<file path="src/rtl/adc_spi_capture.sv">
// Serial ADC capture front-end: CS/SCLK framing, MSB-first shift-in, eoc pulse, CS-high quiet time.
// Optional feature macro: ADC_OFFSET_EN (saturating offset subtraction on the captured sample).
module adc_spi_capture #(
    parameter int                    DATA_WIDTH   = 12,
    parameter int                    FRAME_BITS   = 16,
    parameter int                    CLK_DIV      = 2,
    parameter int                    CONV_CYCLES  = 4,
    parameter int                    QUIET_CYCLES = 8,
    parameter logic [DATA_WIDTH-1:0] OFFSET       = {DATA_WIDTH{1'b0}}
) (
    input  logic                  clk_i,
    input  logic                  rst_i,
    input  logic                  start_i,
    output logic                  busy_o,
    output logic                  eoc_o,
    output logic [DATA_WIDTH-1:0] data_o,
    output logic                  adc_cs_no,
    output logic                  adc_sclk_o,
    input  logic                  adc_sdata_i
);

    localparam int CNT_MAX_A = (CONV_CYCLES > QUIET_CYCLES) ? CONV_CYCLES : QUIET_CYCLES;
    localparam int CNT_MAX   = (CNT_MAX_A > 2 * CLK_DIV) ? CNT_MAX_A : 2 * CLK_DIV;
    localparam int CW        = $clog2(CNT_MAX + 1);
    localparam int BW        = $clog2(FRAME_BITS + 1);

    localparam logic [CW-1:0] CONV_LAST  = CW'(CONV_CYCLES - 1);
    localparam logic [CW-1:0] QUIET_LAST = CW'(QUIET_CYCLES - 1);
    localparam logic [CW-1:0] HALF       = CW'(CLK_DIV);
    localparam logic [CW-1:0] PER_LAST   = CW'(2 * CLK_DIV - 1);
    localparam logic [BW-1:0] BIT_LAST   = BW'(FRAME_BITS - 1);

`ifdef ADC_OFFSET_EN
    localparam logic [DATA_WIDTH-1:0] OFFSET_EFF = OFFSET;
`else
    localparam logic [DATA_WIDTH-1:0] OFFSET_EFF = OFFSET & {DATA_WIDTH{1'b0}};
`endif

    typedef enum logic [2:0] {
        S_IDLE  = 3'd0,
        S_CONV  = 3'd1,
        S_SHIFT = 3'd2,
        S_DONE  = 3'd3,
        S_QUIET = 3'd4
    } state_t;

    function automatic logic [DATA_WIDTH-1:0] sat_sub(input logic [DATA_WIDTH-1:0] a,
                                                      input logic [DATA_WIDTH-1:0] b);
        return (a >= b) ? (a - b) : {DATA_WIDTH{1'b0}};
    endfunction

    state_t                state_q, state_d;
    logic [CW-1:0]         cnt_q, cnt_d;
    logic [BW-1:0]         bit_q, bit_d;
    logic [DATA_WIDTH-1:0] shift_q, shift_d;
    logic [DATA_WIDTH-1:0] data_q, data_d;
    logic                  busy_q, busy_d;
    logic                  eoc_q, eoc_d;
    logic                  cs_n_q, cs_n_d;
    logic                  sclk_q, sclk_d;

    // Next-state, counter, capture and output decode; outputs lag the state by one edge.
    always_comb begin
        state_d = state_q;
        cnt_d   = cnt_q;
        bit_d   = bit_q;
        shift_d = shift_q;
        data_d  = data_q;
        busy_d  = (state_q != S_IDLE);
        eoc_d   = (state_q == S_DONE);
        cs_n_d  = !((state_q == S_CONV) || (state_q == S_SHIFT));
        sclk_d  = !((state_q == S_SHIFT) && (cnt_q < HALF));
        case (state_q)
            S_IDLE: begin
                if (start_i) begin
                    state_d = S_CONV;
                    cnt_d   = {CW{1'b0}};
                end else begin
                    state_d = S_IDLE;
                end
            end
            S_CONV: begin
                if (cnt_q == CONV_LAST) begin
                    state_d = S_SHIFT;
                    cnt_d   = {CW{1'b0}};
                    bit_d   = {BW{1'b0}};
                end else begin
                    cnt_d = cnt_q + {{(CW-1){1'b0}}, 1'b1};
                end
            end
            S_SHIFT: begin
                // Sample on the edge that raises SCLK; the ADC changed data on the falling edge.
                if (cnt_q == HALF) begin
                    shift_d = {shift_q[DATA_WIDTH-2:0], adc_sdata_i};
                end else begin
                    shift_d = shift_q;
                end
                if (cnt_q == PER_LAST) begin
                    cnt_d = {CW{1'b0}};
                    if (bit_q == BIT_LAST) begin
                        state_d = S_DONE;
                    end else begin
                        bit_d = bit_q + {{(BW-1){1'b0}}, 1'b1};
                    end
                end else begin
                    cnt_d = cnt_q + {{(CW-1){1'b0}}, 1'b1};
                end
            end
            S_DONE: begin
                state_d = S_QUIET;
                cnt_d   = {CW{1'b0}};
                data_d  = sat_sub(shift_q, OFFSET_EFF);
            end
            S_QUIET: begin
                if (cnt_q == QUIET_LAST) begin
                    state_d = S_IDLE;
                    cnt_d   = {CW{1'b0}};
                end else begin
                    cnt_d = cnt_q + {{(CW-1){1'b0}}, 1'b1};
                end
            end
            default: begin
                state_d = S_IDLE;
                cnt_d   = {CW{1'b0}};
            end
        endcase
    end

    // State and registered outputs with asynchronous reset.
    always_ff @(posedge clk_i or posedge rst_i) begin
        if (rst_i) begin
            state_q <= S_IDLE;
            cnt_q   <= {CW{1'b0}};
            bit_q   <= {BW{1'b0}};
            shift_q <= {DATA_WIDTH{1'b0}};
            data_q  <= {DATA_WIDTH{1'b0}};
            busy_q  <= 1'b0;
            eoc_q   <= 1'b0;
            cs_n_q  <= 1'b1;
            sclk_q  <= 1'b1;
        end else begin
            state_q <= state_d;
            cnt_q   <= cnt_d;
            bit_q   <= bit_d;
            shift_q <= shift_d;
            data_q  <= data_d;
            busy_q  <= busy_d;
            eoc_q   <= eoc_d;
            cs_n_q  <= cs_n_d;
            sclk_q  <= sclk_d;
        end
    end

    assign busy_o     = busy_q;
    assign eoc_o      = eoc_q;
    assign data_o     = data_q;
    assign adc_cs_no  = cs_n_q;
    assign adc_sclk_o = sclk_q;

endmodule

</file>
<file path="config.mk">
export PLATFORM = sky130hd
export DESIGN_NAME = adc_spi_capture
export DESIGN_NICKNAME = d
export VERILOG_FILES = /design/src/rtl/adc_spi_capture.sv
export SDC_FILE = /design/constraint.sdc
export NUM_CORES = 1
export LEC_CHECK = 0
export CORE_AREA = 3 3 60 62
export DETAILED_ROUTE_END_ITERATION = 16
export DIE_AREA = 0 0 63 65
export PLACE_DENSITY = 0.79
export REMOVE_ABC_BUFFERS = 1
export SLEW_MARGIN = 15
export SYNTH_ARGS = -nofsm -noshare
export SYNTH_HDL_FRONTEND = slang
export SYNTH_SLANG_ARGS = --single-unit
</file>
<file path="constraint.sdc">
create_clock -name clk_i -period 5.92 [get_ports clk_i]
set_clock_uncertainty 0.1 [all_clocks]
set_input_delay 1.184 -clock clk_i [delete_from_list [all_inputs] [get_ports clk_i]]
set_output_delay 1.184 -clock clk_i [all_outputs]
set_load 0.05 [all_outputs]
</file>
==> impl_metrics.yaml <==
routing:
  vias: 1216
  wl_per_cell_um: 13.7
  dr.pass1.iters: 4
  wl_mm: 3.16
  drtIter0Drc: 62
  vias_per_cell: 5.26
  drc: 0
  antenna_left: 0
placement:
  gp_congestion: 0.867
  place_inst: 224
  dp_hpwl_mm: 2.18
  place.port_buffers: 19
outcome:
  status: "finished, final reports clean"
setup_path:
  path_class: "reg -> out"
  r2r_setup_slack_ns: 3.78
  cpPeakStageDelay_ns: 0.79
  arrival_ns: 1.67
  reg2reg_depth: 6
  slowest_stage: "clkdlybuf4s50_1"
  worst-path-stages: 1
  path_cells: "clkdlybuf4s50_1"
  start_kind: "flip-flop"
  required_ns: 4.64
  critPathBufInv: 1
  path_delay_family: "buffers and inverters"
  end_kind: "primary output"
  crit_path_max_fanout: 1
cells_and_area:
  regArea_um2: 1000
  syn2layout_area_growth_pct: 16.4
  nets: 195
  antennaDiodeCount: 0
  multi_input_area_um2: 687
  fin_util_pct: 67.5
  final_cells: 231
  nFillCells: 255
  drive_above_1_share_pct: 15.0
clocking:
  postCtsHoldBufs: 0
  cts.path.max_buffers: 2
  cts_setup_buffers: 0
  cts-buffers-inserted: 5
  ctsResizeCount: 0
  clock_latency_ns: 0.34
  tritoncts: "yes"
  path_clk_slew_ns: 0.11
  root_buffer: "clkbuf_4"
  cts.sinks: 40
  htree_levels: 2
pwr:
  power.switching_uw: 345
  p_sw_share_pct: 36.8
  internal-power_uw: 593
  power_frac_clock_pct: 23.0
  pwr-share-seq_pct: 42.1
  peakVddDrop_v: 0.000246
  power_density_nw_per_um2: 451
  combinationalPowerShare_pct: 34.9
  total_leakage_power_nw: 1.02
synth:
  synth_area_leaders: "dfrtp_1 (53%), nand2_1 (9.0%), mux2_2 (8.8%)"
  syn_area_um2: 1790
  yosys_most_used_dff: "dfrtp_1"
  syn_inst: 168
  yosys.area.top_type: "dfrtp_1"
  ys_types: 35
  synth_seq_cells: 40
  synth_edf_count: 0
  yosysMostFrequentCell: "nand2_1"
  yosys_warnings: 0
  yosysSeqAreaShare_pct: 56.2
  yosysTopAreaCellShare_pct: 53.3
  synthArstFlopShare_pct: 100
  synth.avg_cell_area_um2: 10.6
  ys_top_cells_by_count: "nand2_1 (43), dfrtp_1 (38), mux2_2 (14)"
global_routing:
  grt_overflow: 0
  grt_max_degree: 41
  grt_pass1_vias: 1204
  grt_util_all_layers_pct: 17.0
  grt_pass1_wl_mm: 5.42
  antenna_found_initial: 0
sta:
  drv_slew: 0
  fin_crit_sh_pct: 49.9
  tightest_slew_ns: 0.650
  setup_viol: 0
  tns_ns: 0
  timing.fmax_ghz: 0.338
  relSlewSlack_pct: 56.6
  rsz0062_at_grt: "no"
  hold_violations: 0
  period_needed_ns: 2.95
floorplanning:
  rows: 20
  die_w_um: 63
  core_um2: 3080
  start_util_pct: 58.0
  dieArea_um2: 4100
  io_pins: 20
  fp.dieH_um: 65
worst_hold_path:
  hp-class: "reg -> reg"
  hold_depth: 2
flow_run:
  cap_violations: 0
==> power by group through the flow <==
stage	Combinational (mW)	Clock, mW	Sequential [mW]
final	0.327	0.216	0.395
after floorplan	0.164	0	0.465
after CTS	0.330	0.220	0.394
after global routing	0.359	0.227	0.407
after detailed placement	0.328	0	0.400
after global placement	0.317	0	0.395
==> per-layer routing <==
| metal | share of wire (%) | vias to the layer above | global-route usage [%] |
|---|---|---|---|
| met2 | 50 | 26 | 29.5 |
| met3 | 4.4 | 4 | 5.03 |
| li1 | - | 600 | - |
| met4 | 1.2 | 0 | 6.89 |
| met5 | 0 | - | 0 |
| met1 | 44 | 586 | 19.5 |
==> cells by family after synthesis <==
group | Yosys count | share of synthesized area, %
AND/OR/NAND/NOR | 69 | 17.7
flip-flops | 40 | 56.2
AO/OA/AOI/OAI | 22 | 8.69
buffers and inverters | 18 | 5.33
multiplexers | 14 | 8.83
adder cells (fa/ha/maj) | 4 | 2.80
XOR/XNOR | 1 | 0.491
==> stage by stage <==
stage	cell area, um^2	hold WS, ns	setup WS (ns)	total power, mW
floorplan	1730	0.333	3.72	0.629
global placement	1980	0.346	3.35	0.712
detailed placement	1980	0.361	3.34	0.729
CTS	2080	0.389	2.94	0.945
global route	2080	0.419	2.92	0.993
finish	2080	0.382	2.97	0.938
==> cells in the final DEF, fill, tap and decap left out, types with 2 or more instances in the layout <==
master           instances
dfstp_2                  2
o22ai_1                  2
nand3b_1                 2
a21o_1                   3
nand2_1                 43
clkdlybuf4s50_1         19
ha_1                     4
o21ai_0                  7
dfrtp_1                 38
nor2_1                   6
nand2b_1                 3
clkbuf_4                 5
and3_1                   2
mux2_2                  14
o41ai_1                  2
inv_1                   10
a22o_2                   3
nand3_1                  4
bufinv_16                2
==> flip-flops by register name, summed over array words and instances (netlist names) <==
name and flops:
adc_cs_no 1, eoc_o 1, adc_sclk_o 1, busy_o 1, bit_q 5, cnt_q 4, data_o 12, shift_q 12
state_q 3
==> path summary, 6_finish.rpt <==
kind	from	to
max in group asynchronous	rst_i	adc_sclk_o
min in group asynchronous	rst_i	data_o[7]
setup / recovery	adc_cs_no	adc_cs_no
hold reg to reg	data_o[7]	data_o[7]
hold / removal	data_o[7]	data_o[7]
setup reg to reg	bit_q[0]	bit_q[2]
==> final cells by class <==
class	count	area share, %
clock buffer	5	1.81
clock inverter	2	2.89
inverter	10	1.81
multi-input combinational	110	33.1
sequential	40	48.3
tap	44	2.65
timing repair buffer	20	9.51
Note: power is estimated with default switching activity, not from simulation.
